[src/rtl/mem_arbiter.sv]
// Two-client (icache/dcache) memory arbiter, one transaction in flight.
// Round-robin grant on ties; read responses are routed back to the owner.
module mem_arbiter #(
  parameter int ADDR_BITS  = 28,
  parameter int DATA_BITS  = 128,
  parameter int RESP_BEATS = 4
) (
  input  logic                   clk,
  input  logic                   reset,

  input  logic                   ic_mem_req_valid,
  output logic                   ic_mem_req_ready,
  input  logic [ADDR_BITS-1:0]   ic_mem_req_addr,
  input  logic                   ic_mem_req_rw,
  input  logic                   ic_mem_req_data_valid,
  output logic                   ic_mem_req_data_ready,
  input  logic [DATA_BITS-1:0]   ic_mem_req_data_bits,
  input  logic [DATA_BITS/8-1:0] ic_mem_req_data_mask,
  output logic                   ic_mem_resp_valid,
  output logic [DATA_BITS-1:0]   ic_mem_resp_data,

  input  logic                   dc_mem_req_valid,
  output logic                   dc_mem_req_ready,
  input  logic [ADDR_BITS-1:0]   dc_mem_req_addr,
  input  logic                   dc_mem_req_rw,
  input  logic                   dc_mem_req_data_valid,
  output logic                   dc_mem_req_data_ready,
  input  logic [DATA_BITS-1:0]   dc_mem_req_data_bits,
  input  logic [DATA_BITS/8-1:0] dc_mem_req_data_mask,
  output logic                   dc_mem_resp_valid,
  output logic [DATA_BITS-1:0]   dc_mem_resp_data,

  output logic                   mem_req_valid,
  input  logic                   mem_req_ready,
  output logic [ADDR_BITS-1:0]   mem_req_addr,
  output logic                   mem_req_rw,
  output logic                   mem_req_data_valid,
  input  logic                   mem_req_data_ready,
  output logic [DATA_BITS-1:0]   mem_req_data_bits,
  output logic [DATA_BITS/8-1:0] mem_req_data_mask,
  input  logic                   mem_resp_valid,
  input  logic [DATA_BITS-1:0]   mem_resp_data
);

  localparam int CW = (RESP_BEATS > 1) ? $clog2(RESP_BEATS) : 1;
  localparam logic [CW-1:0] LAST = CW'(RESP_BEATS - 1);

  typedef enum logic [1:0] {IDLE, ISSUE, RESP} state_t;

  state_t                 state_q, state_d;
  logic [CW-1:0]          beat_q, beat_d;
  logic                   prefer_dc_q, prefer_dc_d;
  logic                   owner_dc_q;
  logic [ADDR_BITS-1:0]   addr_q;
  logic                   rw_q;
  logic [DATA_BITS-1:0]   data_q;
  logic [DATA_BITS/8-1:0] mask_q;

  logic ic_elig, dc_elig;
  logic grant_ic, grant_dc;
  logic accept;

  assign ic_elig  = ic_mem_req_valid &&
                    (!ic_mem_req_rw || ic_mem_req_data_valid);
  assign dc_elig  = dc_mem_req_valid &&
                    (!dc_mem_req_rw || dc_mem_req_data_valid);
  assign grant_dc = dc_elig && (!ic_elig || prefer_dc_q);
  assign grant_ic = ic_elig && !grant_dc;

  always_ff @(posedge clk) begin
    if (reset) begin
      state_q     <= IDLE;
      beat_q      <= '0;
      prefer_dc_q <= 1'b1;
    end else begin
      state_q     <= state_d;
      beat_q      <= beat_d;
      prefer_dc_q <= prefer_dc_d;
    end
  end

  // Request latches: the in-flight transaction never looks at clients again
  always_ff @(posedge clk) begin
    if (accept) begin
      owner_dc_q <= grant_dc;
      addr_q     <= grant_dc ? dc_mem_req_addr      : ic_mem_req_addr;
      rw_q       <= grant_dc ? dc_mem_req_rw        : ic_mem_req_rw;
      data_q     <= grant_dc ? dc_mem_req_data_bits : ic_mem_req_data_bits;
      mask_q     <= grant_dc ? dc_mem_req_data_mask : ic_mem_req_data_mask;
    end
  end

  always_comb begin
    state_d               = state_q;
    beat_d                = beat_q;
    prefer_dc_d           = prefer_dc_q;
    accept                = 1'b0;
    ic_mem_req_ready      = 1'b0;
    ic_mem_req_data_ready = 1'b0;
    dc_mem_req_ready      = 1'b0;
    dc_mem_req_data_ready = 1'b0;
    ic_mem_resp_valid     = 1'b0;
    dc_mem_resp_valid     = 1'b0;
    mem_req_valid         = 1'b0;
    mem_req_data_valid    = 1'b0;
    unique case (state_q)
      IDLE: begin
        if (!reset) begin
          ic_mem_req_ready      = grant_ic;
          ic_mem_req_data_ready = grant_ic && ic_mem_req_rw;
          dc_mem_req_ready      = grant_dc;
          dc_mem_req_data_ready = grant_dc && dc_mem_req_rw;
          if (grant_ic || grant_dc) begin
            accept      = 1'b1;
            state_d     = ISSUE;
            prefer_dc_d = grant_ic;
          end
        end
      end
      ISSUE: begin
        mem_req_valid      = !reset;
        mem_req_data_valid = !reset && rw_q;
        if (mem_req_ready && (!rw_q || mem_req_data_ready)) begin
          state_d = rw_q ? IDLE : RESP;
          beat_d  = '0;
        end
      end
      RESP: begin
        if (mem_resp_valid) begin
          ic_mem_resp_valid = !reset && !owner_dc_q;
          dc_mem_resp_valid = !reset && owner_dc_q;
          if (beat_q == LAST) begin
            beat_d  = '0;
            state_d = IDLE;
          end else begin
            beat_d = beat_q + 1'b1;
          end
        end
      end
      default: state_d = IDLE;
    endcase
  end

  assign mem_req_addr      = addr_q;
  assign mem_req_rw        = rw_q;
  assign mem_req_data_bits = data_q;
  assign mem_req_data_mask = mask_q;
  assign ic_mem_resp_data  = mem_resp_data;
  assign dc_mem_resp_data  = mem_resp_data;

endmodule
[config.mk]
export PLATFORM = sky130hd
export DESIGN_NAME = mem_arbiter
export DESIGN_NICKNAME = d
export VERILOG_FILES = /design/src/rtl/mem_arbiter.sv
export SDC_FILE = /design/constraint.sdc
export NUM_CORES = 1
export LEC_CHECK = 0
export CAP_MARGIN = 10
export CORE_AREA = 2 2 358 360
export CTS_CLUSTER_SIZE = 30
export DETAILED_ROUTE_END_ITERATION = 8
export DIE_AREA = 0 0 360 362
export GPL_TIMING_DRIVEN = 0
export PLACE_DENSITY = 0.36
export SYNTH_ARGS = -nofsm -noshare
export SYNTH_HDL_FRONTEND = slang
export SYNTH_SLANG_ARGS = --single-unit
[constraint.sdc]
create_clock -name clk -period 11.7 [get_ports clk]
set_clock_uncertainty 0.15 [all_clocks]
set_input_delay 2.34 -clock clk [delete_from_list [all_inputs] [get_ports clk]]
set_output_delay 2.34 -clock clk [all_outputs]
set_load 0.05 [all_outputs]
Word level (Yosys, flattened, before mapping) --
Cells that the tools add are included.
Word-level totals: output and inout bits 437, input port bits 483, bits in registers 179, word-level logic and storage cells 74
Operators by class: add/subtract/negate cells 1, multiplexer cells 31, reductions and logical operators 27, eq/ne operators 7
Operator list (count):
- $mux W128 | 1
- $mux W28 | 1
- $mux W1 | 18
- $mux W16 | 1
- $mux W2 | 8
- $logic_and A1 B1 Y1 | 10
- $ne A2 B2 Y1 const B | 4
- $logic_not A1 Y1 | 7
- $pmux W2 S3 | 1
- $logic_or A1 B1 Y1 | 5
- $eq A2 B2 Y1 const B | 2
- $pmux W2 S2 | 1
- $reduce_and A4 Y1 | 1
- $reduce_and A3 Y1 | 1
- $add A2 B1 Y2 const B | 1
- $eq A2 B1 Y1 const B | 1
- $logic_not A2 Y1 | 1
- $reduce_and A2 Y1 | 1
- $reduce_bool A2 Y1 | 1

Depth between registers and ports, before layout --
Gate-level depths: netlist of run 1.
word-level depth 12, depth in mapped cells 5, depth with buffers taken out 4

Least setup slack after synthesis of run 1 --
No wires, ideal clock.
kind input to register, start in reset, end reg addr_q[0], in the netlist mem_req_addr[0], enable pin, required time 10.840 ns, stages 3, path slack 0.704 ns, data arrival time 10.135 ns, library setup time 0.710 ns, path buffers 1, cell sequence clkbuf_1 -> or3_1 -> nor2_1
Between the ends: word-level cells in the longest chain between the ends 2
Ends and longest elaborated chain:
- start, declared | line 9 | input logic reset,
- $mux W1 | line 108 | if (!reset) begin
- $mux W1 | line 106 | unique case (state_q)
- net accept | line 61 | logic accept;
- end signal, assigned | line 86 | addr_q <= grant_dc ? dc_mem_req_addr : ic_mem_req_addr;
- end, declared | line 54 | logic [ADDR_BITS-1:0] addr_q;
The timed path passes the listed nets, and every way through them passes these cells. A chain may end at the register's enable or synchronous reset.

Worst setup path after layout of run 1 --
start in ic_mem_req_rw, end out dc_mem_req_data_ready
Between the ends: word-level cells in the longest chain between the ends 9
Ends and longest elaborated chain:
- start, declared | line 14 | input logic ic_mem_req_rw,
- $logic_not A1 Y1 | line 64 | (!ic_mem_req_rw || ic_mem_req_data_valid);
- $logic_or A1 B1 Y1 | line 64
- $logic_and A1 B1 Y1 | line 63 | assign ic_elig = ic_mem_req_valid &&
- $logic_not A1 Y1 | line 67 | assign grant_dc = dc_elig && (!ic_elig || prefer_dc_q);
- $logic_or A1 B1 Y1 | line 67
- $logic_and A1 B1 Y1 | line 67
- $logic_and A1 B1 Y1 | line 112 | dc_mem_req_data_ready = grant_dc && dc_mem_req_rw;
- $mux W1 | line 108
- $mux W1 | line 106
- end, declared | line 27 | output logic dc_mem_req_data_ready,
Every way passes these cells.

==> metrics.md, run 1 <==
| Metric | Value |
|---|---|
| Outcome | completed |
| Initial Utilization | 7.89% |
| Hold Vio Cnt, Final | 0 |
| CP Data Required Time | 9.21 ns |
| Crit end category | primary output |
| Reg clk slew, reported paths | 0.07 ns |
| Post-cts resize count | 0 |
| Largest net degree at the start of global routing | 32 |
| Peak supply drop | 0.000125 V |
| Area fraction of the dominant cell type after synthesis | 52.3% |
| Hold Worst Slack | 0.343 ns |
| Worst EP arrival | 4.78 ns |
| Mean Syn Cell Area | 14.9 um2 |
| Port Buffers | 790 |
| Most used cell along the critical path | clkdlybuf4s50_1 |
| Global-route wire length before repair | 82.5 mm |
| Power per Cell Area | 111 nW/um2 |
| Die Width | 360 um |
| Register bit total from synthesis | 179 |
| Core area | 127000 um2 |
| Die ar. | 130000 um2 |
| Cell variety after synth | 33 |
| Net count after synthesis | 1157 |
| Worst-path maximum fanout | 10 |
| Area leader, netlist | edfxtp_1 |
| DRT Wirelength | 64.7 mm |
| Initial antenna violation count | 24 |
| Worst path depth | 7 |
| Clk_lat worst skew | 0.50 ns |
| CTS tree | done |
| Wirelength per Cell | 20.4 um |
| Hold-fix buffer count after cts | 0 |
| Max incr delay on CP | 0.86 ns |
| Final Setup Violations | 0 |
| Post-Synthesis Cells | 673 |
| Vias | 8295 |
| Starting DRC count in detailed routing | 257 |
| Max Transition Viols Final | 0 |
| Synthesized cell area | 9990 um2 |
| Crit Path Category | in2out |
| CTS Buf Count | 17 |
| Synth top area cells | edfxtp_1, buf_4, mux2_4 |
| Synth-to-layout area growth | 107% |
| Post-CTS setup buffer count | 0 |
| Slew @ Worst Pin | 0.887 ns |
| Routability cong. | 0.912 |
| Register area share after synthesis | 53.3% |
| Period minus WS final | 7.27 ns |
| WHS Path Cells | 2 |
| Leakage power | 7.57 nW |
| Vias in the first global route | 9079 |
| NumNets Final | 1972 |
| DRC viols | 0 |
| Maximum clock rate | 137 MHz |
| Vias per cell | 2.61 |
| Crit start category | input port |
| Util after Layout | 16.4% |
| Maxcap violations | 0 |
| CP top delay family | buffers and inverters |
| Root Buffer | clkbuf_16 |
| Ys Warns | 0 |
| Core Rows | 131 |
| DP HPWL | 56.4 mm |
| Commonest non-fill, non-tap cell in the layout | clkdlybuf4s50_1 |
| Antenna viol nets, final | 0 |
| Buffer and inverter count on the worst path | 4 |
| Die Y | 362 um |
| # clock sinks | 179 |
| Tightest Hold Check Type | reg2reg |
| Longest Clk Path Bufs | 2 |
| Worst-path cell chain | clkdlybuf4s50_1 -> nor2b_4 -> o211ai_4 -> buf_6 -> buf_4 -> nor3_1 -> clkdlybuf4s50_1 |
| Most frequent cells in the layout | clkdlybuf4s50_1, buf_4, edfxtp_1 |
| GRT Total Usage | 9.56% |
| Share of cells above drive strength 1 | 29.9% |
| Period utilization | 62.2% |
| Reg2reg path depth | 6 |
| Total gr overflow | 0 |
| H-tree levels | 4 |
| Ports | 920 |
| Drt first pass iters | 4 |
| Rel. slew slack | 40.7% |
| CP max-delay cell | clkdlybuf4s50_1 |
| RSZ-0062 raised after global routing | no |
[state kept, by name, summed over array words and instances, names as in the netlist]
signal and flops:
beat_q 2, mem_req_addr 28, mem_req_data_bits 128, mem_req_data_mask 16, mem_req_rw 1, owner_dc_q 1, prefer_dc_q 1, state_q 2
[Yosys cell counts, drive strengths merged]
| master | n |
|---|---|
| nand3b | 2 |
| and2 | 1 |
| inv | 4 |
| nand3 | 4 |
| mux2 | 173 |
| buf | 275 |
| or3 | 2 |
| and3 | 1 |
| a21oi | 1 |
| and4b | 1 |
| dfxtp | 5 |
| nor2 | 4 |
| nor3 | 2 |
| a221o | 1 |
| nand2b | 4 |
| o211ai | 1 |
| edfxtp | 174 |
| ha | 1 |
| clkbuf | 2 |
| a311o | 1 |
| and4 | 1 |
| a211oi | 1 |
| a31oi | 3 |
| nand2 | 2 |
| nor2b | 1 |
| o32ai | 1 |
| a22oi | 2 |
| nor3b | 3 |
[layout make-up]
class | count | area [um2]
fillers | 14000 | 106000
repair buffers | 796 | 8030
flip-flops and latches | 179 | 5330
multi-input cells | 213 | 2500
plain buffers | 277 | 2160
well taps | 1662 | 2080
clock buffers | 17 | 425
clock inverters | 14 | 154
diodes | 11 | 27.5
inverters | 4 | 15.0
[worst paths after layout]
kind	start	end	slack, ns
min reg2reg	beat_q[0]	beat_q[0]	0.34
max	ic_mem_req_rw	dc_mem_req_data_ready	4.43
max reg2reg	state_q[0]	mem_req_data_bits[41]	8.80
min	beat_q[0]	beat_q[0]	0.34
[metal layers]
layer  vias to the layer above  global-route usage [%]  part of all wire [%]
met1                      3913                    10.1                    38
met4                         6                    3.76                   2.2
met2                       542                    17.1                    52
met3                        42                    3.49                   8.0
met5                         -                       0                 0.063
li1                       3792                       -                     -
[where the power goes]
| group | leakage [nW] | switching, W | internal, W |
|---|---|---|---|
| clock | 0.286 | 0.000307 | 0.000316 |
| sequential | 1.66 | 0.0000141 | 0.000766 |
| combinational | 5.63 | 0.000511 | 0.000382 |
[worst register-to-register path, cell delays in order, from the launching register on]
cell and delay [ns]:
dfxtp_1 0.30, clkbuf_1 0.16, or3_1 0.51, nor2_4 0.68, buf_12 0.30, buf_12 0.24, buf_12 0.26
[cell families after synthesis]
family          share of synthesized area, %
buf+inv                                 21.8
fa+ha+maj                              0.125
compound gates                         0.964
flops                                   53.3
mux                                     22.1
simple gates                            1.73
[metrics by stage]
step                instance area [um2]  instances  worst slack (ns)  TNS [ns]  power (W)
floorplan                          9990        673             0.704         0    0.00132
global placement                  20000       3125             -5.47   -943.50    0.00172
detailed placement                20100       3131              4.35         0    0.00171
CTS                               20700       3162              4.34         0    0.00237
global route                      20700       3172              4.24         0    0.00240
finish                            20700       3173              4.43         0    0.00230
No activity file was read; power rests on OpenSTA's default activity.
==> run 2, diff against run 1 <==
--- a/config.mk
+++ b/config.mk
@@ -6,12 +6,12 @@
 export NUM_CORES = 1
 export LEC_CHECK = 0
 export CAP_MARGIN = 10
-export CORE_AREA = 2 2 358 360
+export CORE_AREA = 2 2 355 357
 export CTS_CLUSTER_SIZE = 30
 export DETAILED_ROUTE_END_ITERATION = 8
-export DIE_AREA = 0 0 360 362
+export DIE_AREA = 0 0 357 359
 export GPL_TIMING_DRIVEN = 0
-export PLACE_DENSITY = 0.36
+export PLACE_DENSITY = 0.37
 export SYNTH_ARGS = -nofsm -noshare
 export SYNTH_HDL_FRONTEND = slang
 export SYNTH_SLANG_ARGS = --single-unit
==> constraint.sdc (replaced) <==
create_clock -name clk -period 5.9 [get_ports clk]
set_clock_uncertainty 0.15 [all_clocks]
set_input_delay 1.18 -clock clk [delete_from_list [all_inputs] [get_ports clk]]
set_output_delay 1.18 -clock clk [all_outputs]
set_load 0.05 [all_outputs]
==> metrics.md, run 2 (synthesis gave the netlist of run 1 again) <==
| Metric | Value |
|---|---|
| Maximum clock rate | 204 MHz |
| CTS Buf Count | 17 (unchanged) |
| Vias | 8421 (+1.5%) |
| NumNets Final | 1972 (unchanged) |
| Crit end category | primary output |
| Post-cts resize count | 0 (unchanged) |
| Routability cong. | 0.930 (+2.0%) |
| Crit Path Category | in2out |
| Most frequent cells in the layout | clkdlybuf4s50_1, buf_4, edfxtp_1 |
| Core area | 125000 um2 (-1.7%) |
| Comb power frac | 38.5% (-0.4 points) |
| Setup TNS | 0 ns (unchanged) |
| Outcome | completed |
| Max reg flops | 128 (unchanged) |
| Clk_lat worst skew | 0.50 ns (about the same) |
| Die Width | 357 um (-0.83%) |
| Wirelength per Cell | 21.8 um (+6.7%) |
| Worst-path cell chain | clkdlybuf4s50_1 -> nand2b_1 -> o211ai_4 -> buf_6 -> buf_4 -> nor3_1 -> clkdlybuf4s50_1 |
| DP HPWL | 60.3 mm (+6.9%) |
| Slew @ Worst Pin | 0.917 ns (+0.0304 ns) |
| # placed instances | 3119 (-0.38%) |
| WL met1 | 25.6 mm (+5.0%) |
| Peak supply drop | 0.000217 V (+73%) |
| Switch share | 36.1% (-0.11 points) |
| Global-route wire length before repair | 87.2 mm (+5.7%) |
| Worst EP arrival | 3.58 ns (-1.20 ns) |
| Clk pwr share | 28.1% (+1.0 points) |
| Die Y | 359 um (-0.83%) |
| Most used cell along the critical path | clkdlybuf4s50_1 |
| Starting DRC count in detailed routing | 292 (+14%) |
| RSZ-0062 raised after global routing | no |
| Sequential fraction of design power | 33.4% (-0.6 points) |
| Max incr delay on CP | 0.87 ns (about the same) |
| Die ar. | 128000 um2 (-1.7%) |
| Commonest non-fill, non-tap cell in the layout | clkdlybuf4s50_1 |
| Drt first pass iters | 4 (unchanged) |
| Setup WS post-layout | 0.989 ns (-3.44 ns) |
| DRC viols | 0 (unchanged) |
| Final Setup Violations | 0 (unchanged) |
| Synth-to-layout area growth | 108% |
| Met3 WL | 5.53 mm (+6.3%) |
| Largest net degree at the start of global routing | 33 (+3.1%) |
| Worst-path maximum fanout | 10 (unchanged) |
| CP Data Required Time | 4.57 ns (-4.64 ns) |
| Share of cells above drive strength 1 | 30.1% (+0.18 points) |
| P_sw | 0.00167 W (+100%) |
| Longest Clk Path Bufs | 2 (unchanged) |
| Initial antenna violation count | 15 (-38%) |
| Vias per cell | 2.67 (+2.0%) |
| Core Rows | 130 (-0.76%) |
| CTS tree | done |
| Leakage power | 7.58 nW (+0.15%) |
| DRT Wirelength | 68.7 mm (+6.3%) |
| Power per Cell Area | 223 nW/um2 (+100%) |
| Initial Utilization | 8.02% (+0.13 points) |
| Pre-CTS setup slack | 0.947 ns (-3.40 ns) |
| Hold Vio Cnt, Final | 0 (unchanged) |
| GRT Total Usage | 10.3% (+0.79 points) |
| Total gr overflow | 0 (unchanged) |
| Util after Layout | 16.6% (+0.30 points) |
| Maxcap violations | 0 (unchanged) |
| # clock sinks | 179 (unchanged) |
| Routed length on met2 | 36.5 mm (+8.5%) |
| Crit start category | input port |
| Ports | 920 (unchanged) |
| Tightest Hold Check Type | reg2reg |
| Period utilization | 83.2% |
| Period minus WS final | 4.91 ns |
| Rel. slew slack | 38.7% (-2.0 points) |
| Fill count | 13800 (-1.8%) |
| H-tree levels | 4 (unchanged) |
| Post-CTS setup buffer count | 0 (unchanged) |
| Hold-fix buffer count after cts | 0 (unchanged) |
| Port Buffers | 790 (unchanged) |
| Non-filler instance count after layout | 3159 (-0.44%) |
| Max Transition Viols Final | 0 (unchanged) |
| Vias in the first global route | 9235 (+1.7%) |
| Reg clk slew, reported paths | 0.08 ns (about the same) |
| Antenna viol nets, final | 0 (unchanged) |
| CP max-delay cell | clkdlybuf4s50_1 |
| Top sig layer | met5 |
| Int Power | 0.00296 W (+100%) |
| Root Buffer | clkbuf_16 |
==> run 2: cell count changes in the layout (fill, tap and decap cells not counted) <==
cell,change
clkinv_8,+1
bufinv_16,+1
inv_6,-1
diode_2,-3
clkinvlp_4,+3
clkinv_4,-2
clkinv_1,-2
inv_8,+1
==> run 2: routing by layer <==
layer | up-vias | track usage, %
met5 | - | 0
met4 | 2 | 2.20
met3 | 37 | 3.42
met2 | 538 | 19.5
met1 | 4050 | 11.0
li1 | 3794 | -
==> run 2: final cells by class <==
| type | instances | area [um2] | share of cell area [%] |
|---|---|---|---|
| Clock inverter | 15 | 200 | 0.965 |
| Buffer | 277 | 2160 | 10.4 |
| Multi-Input combinational cell | 213 | 2500 | 12.1 |
| Antenna cell | 8 | 20.0 | 0.0965 |
| Tap cell | 1650 | 2060 | 9.95 |
| Timing Repair Buffer | 796 | 8030 | 38.7 |
| Clock buffer | 17 | 425 | 2.05 |
| Inverter | 4 | 15.0 | 0.0724 |
| Sequential cell | 179 | 5330 | 25.7 |
==> run 2: power by group through the flow <==
stage	Clock, W	Combinational (W)	Sequential, W
after CTS	0.00139	0.00183	0.00155
final	0.00130	0.00178	0.00155
after detailed placement	0	0.00182	0.00158
after floorplan	0	0.000722	0.00187
after global routing	0.00142	0.00186	0.00156
after global placement	0	0.00180	0.00159
==> run 2: worst paths after layout <==
check                   startpoint                     to  slack, ns  cells after the start
max          dc_mem_req_data_valid  dc_mem_req_data_ready       0.99                      7
min                      beat_q[0]              beat_q[0]       0.36                      2
max reg2reg             state_q[0]  mem_req_data_bits[99]       3.12                      5
min reg2reg              beat_q[0]              beat_q[0]       0.36                      2
==> run 2: worst max-delay path: cells and delay by family <==
| family | cells | cell delay [ns] |
|---|---|---|
| AOI/OAI and AO/OA | 1 | 0.18 |
| buffers and inverters | 4 | 1.74 |
| and+or+nand+nor | 2 | 0.48 |
==> run 2: stage by stage <==
step                hold slack (ns)  area (um2)  total power, W
global placement              0.317       20000         0.00339
finish                        0.361       20700         0.00463
floorplan                     0.304       10000         0.00260
global route                  0.389       20700         0.00484
detailed placement            0.348       20100         0.00339
CTS                           0.364       20700         0.00477
==> variant (config.mk and constraints of run 2) <==
`DATA_BITS`: 128 -> 136.
--- a/src/rtl/mem_arbiter.sv
+++ b/src/rtl/mem_arbiter.sv
@@ -4,3 +4,3 @@
   parameter int ADDR_BITS  = 28,
-  parameter int DATA_BITS  = 128,
+  parameter int DATA_BITS  = 136,
   parameter int RESP_BEATS = 4
Ports: changed (9 resized); port bits go from 920 to 971. No check against the original RTL was run, so the function may have changed too.
==> variant against run 2 <==
Cell count increased by 2.5%; hold slack improved by 0.038 ns; worst setup slack got worse by 0.020 ns; routed wire length decreased by 19%; design area increased by 5.5%; count of clock-buffer cells in the layout unchanged; sequential share of layout area decreased by 0.10 points; clock power about the same; sequential cell count increased by 9; area after synthesis increased by 6.4%; critical path depth increased by 1; total power increased by 5.6%; maximum frequency decreased by 0.40%.
==> variant: results (changes against run 2) <==
Placed design
  – Post-DP HPWL: 47300 um (-22%)
  – Placement Cell Area: 21300 um2 (+5.8%)
  – Placed Instances: 3201 (+2.6%)
  – GPL Wtd Cong: 0.908 (-2.4%)
  – PortBufs: 833 (+5.4%)
  – Dpl ws: 0.874 ns (-0.0722 ns)

Yosys
  – EDFF count, synth: 183 (+5.2%)
  – Adder-cell share of the synthesized area: 0.118% (-0.0076 points)
  – Multiplexer share of the synthesized area: 22.9% (+0.77 points)
  – Netlist cell types: 35 (+6.1%)
  – Ranking of synthesized cells by area: edfxtp_1 52%, buf_4 19%, mux2_4 14%, mux2_1 4.4%, mux2_2 4.2%
  – Compound-cell area share of the yosys netlist: 0.870% (-0.093 points)
  – Main synth FF type: edfxtp_1
  – Post-synth top cells: 273 x buf_4, 183 x edfxtp_1, 100 x mux2_4, 42 x mux2_1, 40 x mux2_2
  – Synth Net Count: 1219 (+5.4%)
  – Mean post-synth cell area: 15.0 um2 (+1.0%)
  – Register area share after synthesis: 52.6% (-0.67 points)

GRT
  – Largest net degree at the start of global routing: 27 (-18%)
  – GRT Total Usage: 8.45% (-1.9 points)
  – Vias in the first global route: 9669 (+4.7%)
  – First-pass GRT wire length: 74900 um (-14%)
  – Initial antenna violation count: 7 (-8)

Power
  – VDD IR max: 0.000260 V (+20%)
  – Leak Pwr: 0.00815 uW (+7.4%)
  – Int Pwr: 3050 uW (+3.0%)

CTS
  – Cts bufs inserted: 17 (unchanged)
  – Worst-path clk slew: 0.09 ns
  – Clock latency on the worst-skew pair: 0.52 ns (+0.02 ns)

Critical path
  – Worst path arrival time: 3.60 ns (+0.02 ns)
  – Worst path max stage delay: 0.73 ns (-0.14 ns)
  – Slowest CP cell: clkdlybuf4s50_1

Detailed routing
  – Wirelength per Cell: 17.3 um (-21%)
  – 1st-iter DRT viols: 260 (-11%)
  – Vias per std cell: 2.68 (+0.51%)
  – Total Wirelength: 55900 um (-19%)

Finish
  – Final Core Density: 17.6% (+0.91 points)
  – Layout Nets: 2080 (+5.5%)
  – Filler Cells Inserted: 13700 (-0.17%)
  – Flip-flop count of the largest register after layout: 136 (+6.3%)
  – Share of cells above drive strength 1: 30.1% (about the same)

Outcome
  – Status: finished clean

STA
  – Slew at the pin closest to its max-slew limit: 0.730 ns (-0.187 ns)
==> variant: changes by cell type in the layout (fill, tap and decap cells not counted), moves of 4 or more <==
cell	change
buf_12	+9
buf_4	+16
buf_8	-9
clkdlybuf4s50_1	+43
clkinv_8	+5
diode_2	-4
edfxtp_1	+9
mux2_1	+5
mux2_2	-26
mux2_4	+30
==> variant: power by group through the flow <==
stage,clock network [uW],registers [uW],logic [uW]
2_1_floorplan,0,2050,796
3_3_place_gp,0,1710,1920
3_5_place_dp,0,1690,1960
4_1_cts,1420,1660,1970
5_1_grt,1450,1670,2020
6_report,1300,1650,1930
==> variant: final cells by class <==
type | count | area share, %
multi-input cells | 225 | 12.4
flip-flops and latches | 188 | 25.6
inverters | 3 | 0.0515
plain buffers | 293 | 10.7
diodes | 4 | 0.0457
repair buffers | 842 | 39.0
well taps | 1650 | 9.44
clock buffers | 17 | 1.94
clock inverters | 15 | 0.875
==> variant: logic make-up (layout without fill, tap and decap cells) <==
group	count (synthesis)	in the layout
buffers and inverters	296	1170
AOI/OAI and AO/OA	12	12
muxes	183	183
other	0	4
and+or+nand+nor	29	29
DFF	188	188
adders and majority gates	1	1
==> variant: path summary, 6_finish.rpt <==
kind	depth (start not counted)	slack, ns	start	endpoint
worst max register to register	6	3.07	state_q[1]	mem_req_data_bits[68]
worst max-delay path	8	0.97	ic_mem_req_data_valid	dc_mem_req_data_ready
worst min-delay path	2	0.40	beat_q[1]	beat_q[1]
worst min register to register	2	0.40	beat_q[1]	beat_q[1]
==> variant: per-layer routing <==
layer | GRT usage, % | vias up | share of wire (%)
met5 | 0 | - | 0
met3 | 3.47 | 22 | 9.3
met1 | 8.58 | 4164 | 36
met2 | 15.7 | 499 | 53
li1 | - | 3988 | -
met4 | 2.29 | 0 | 1.0
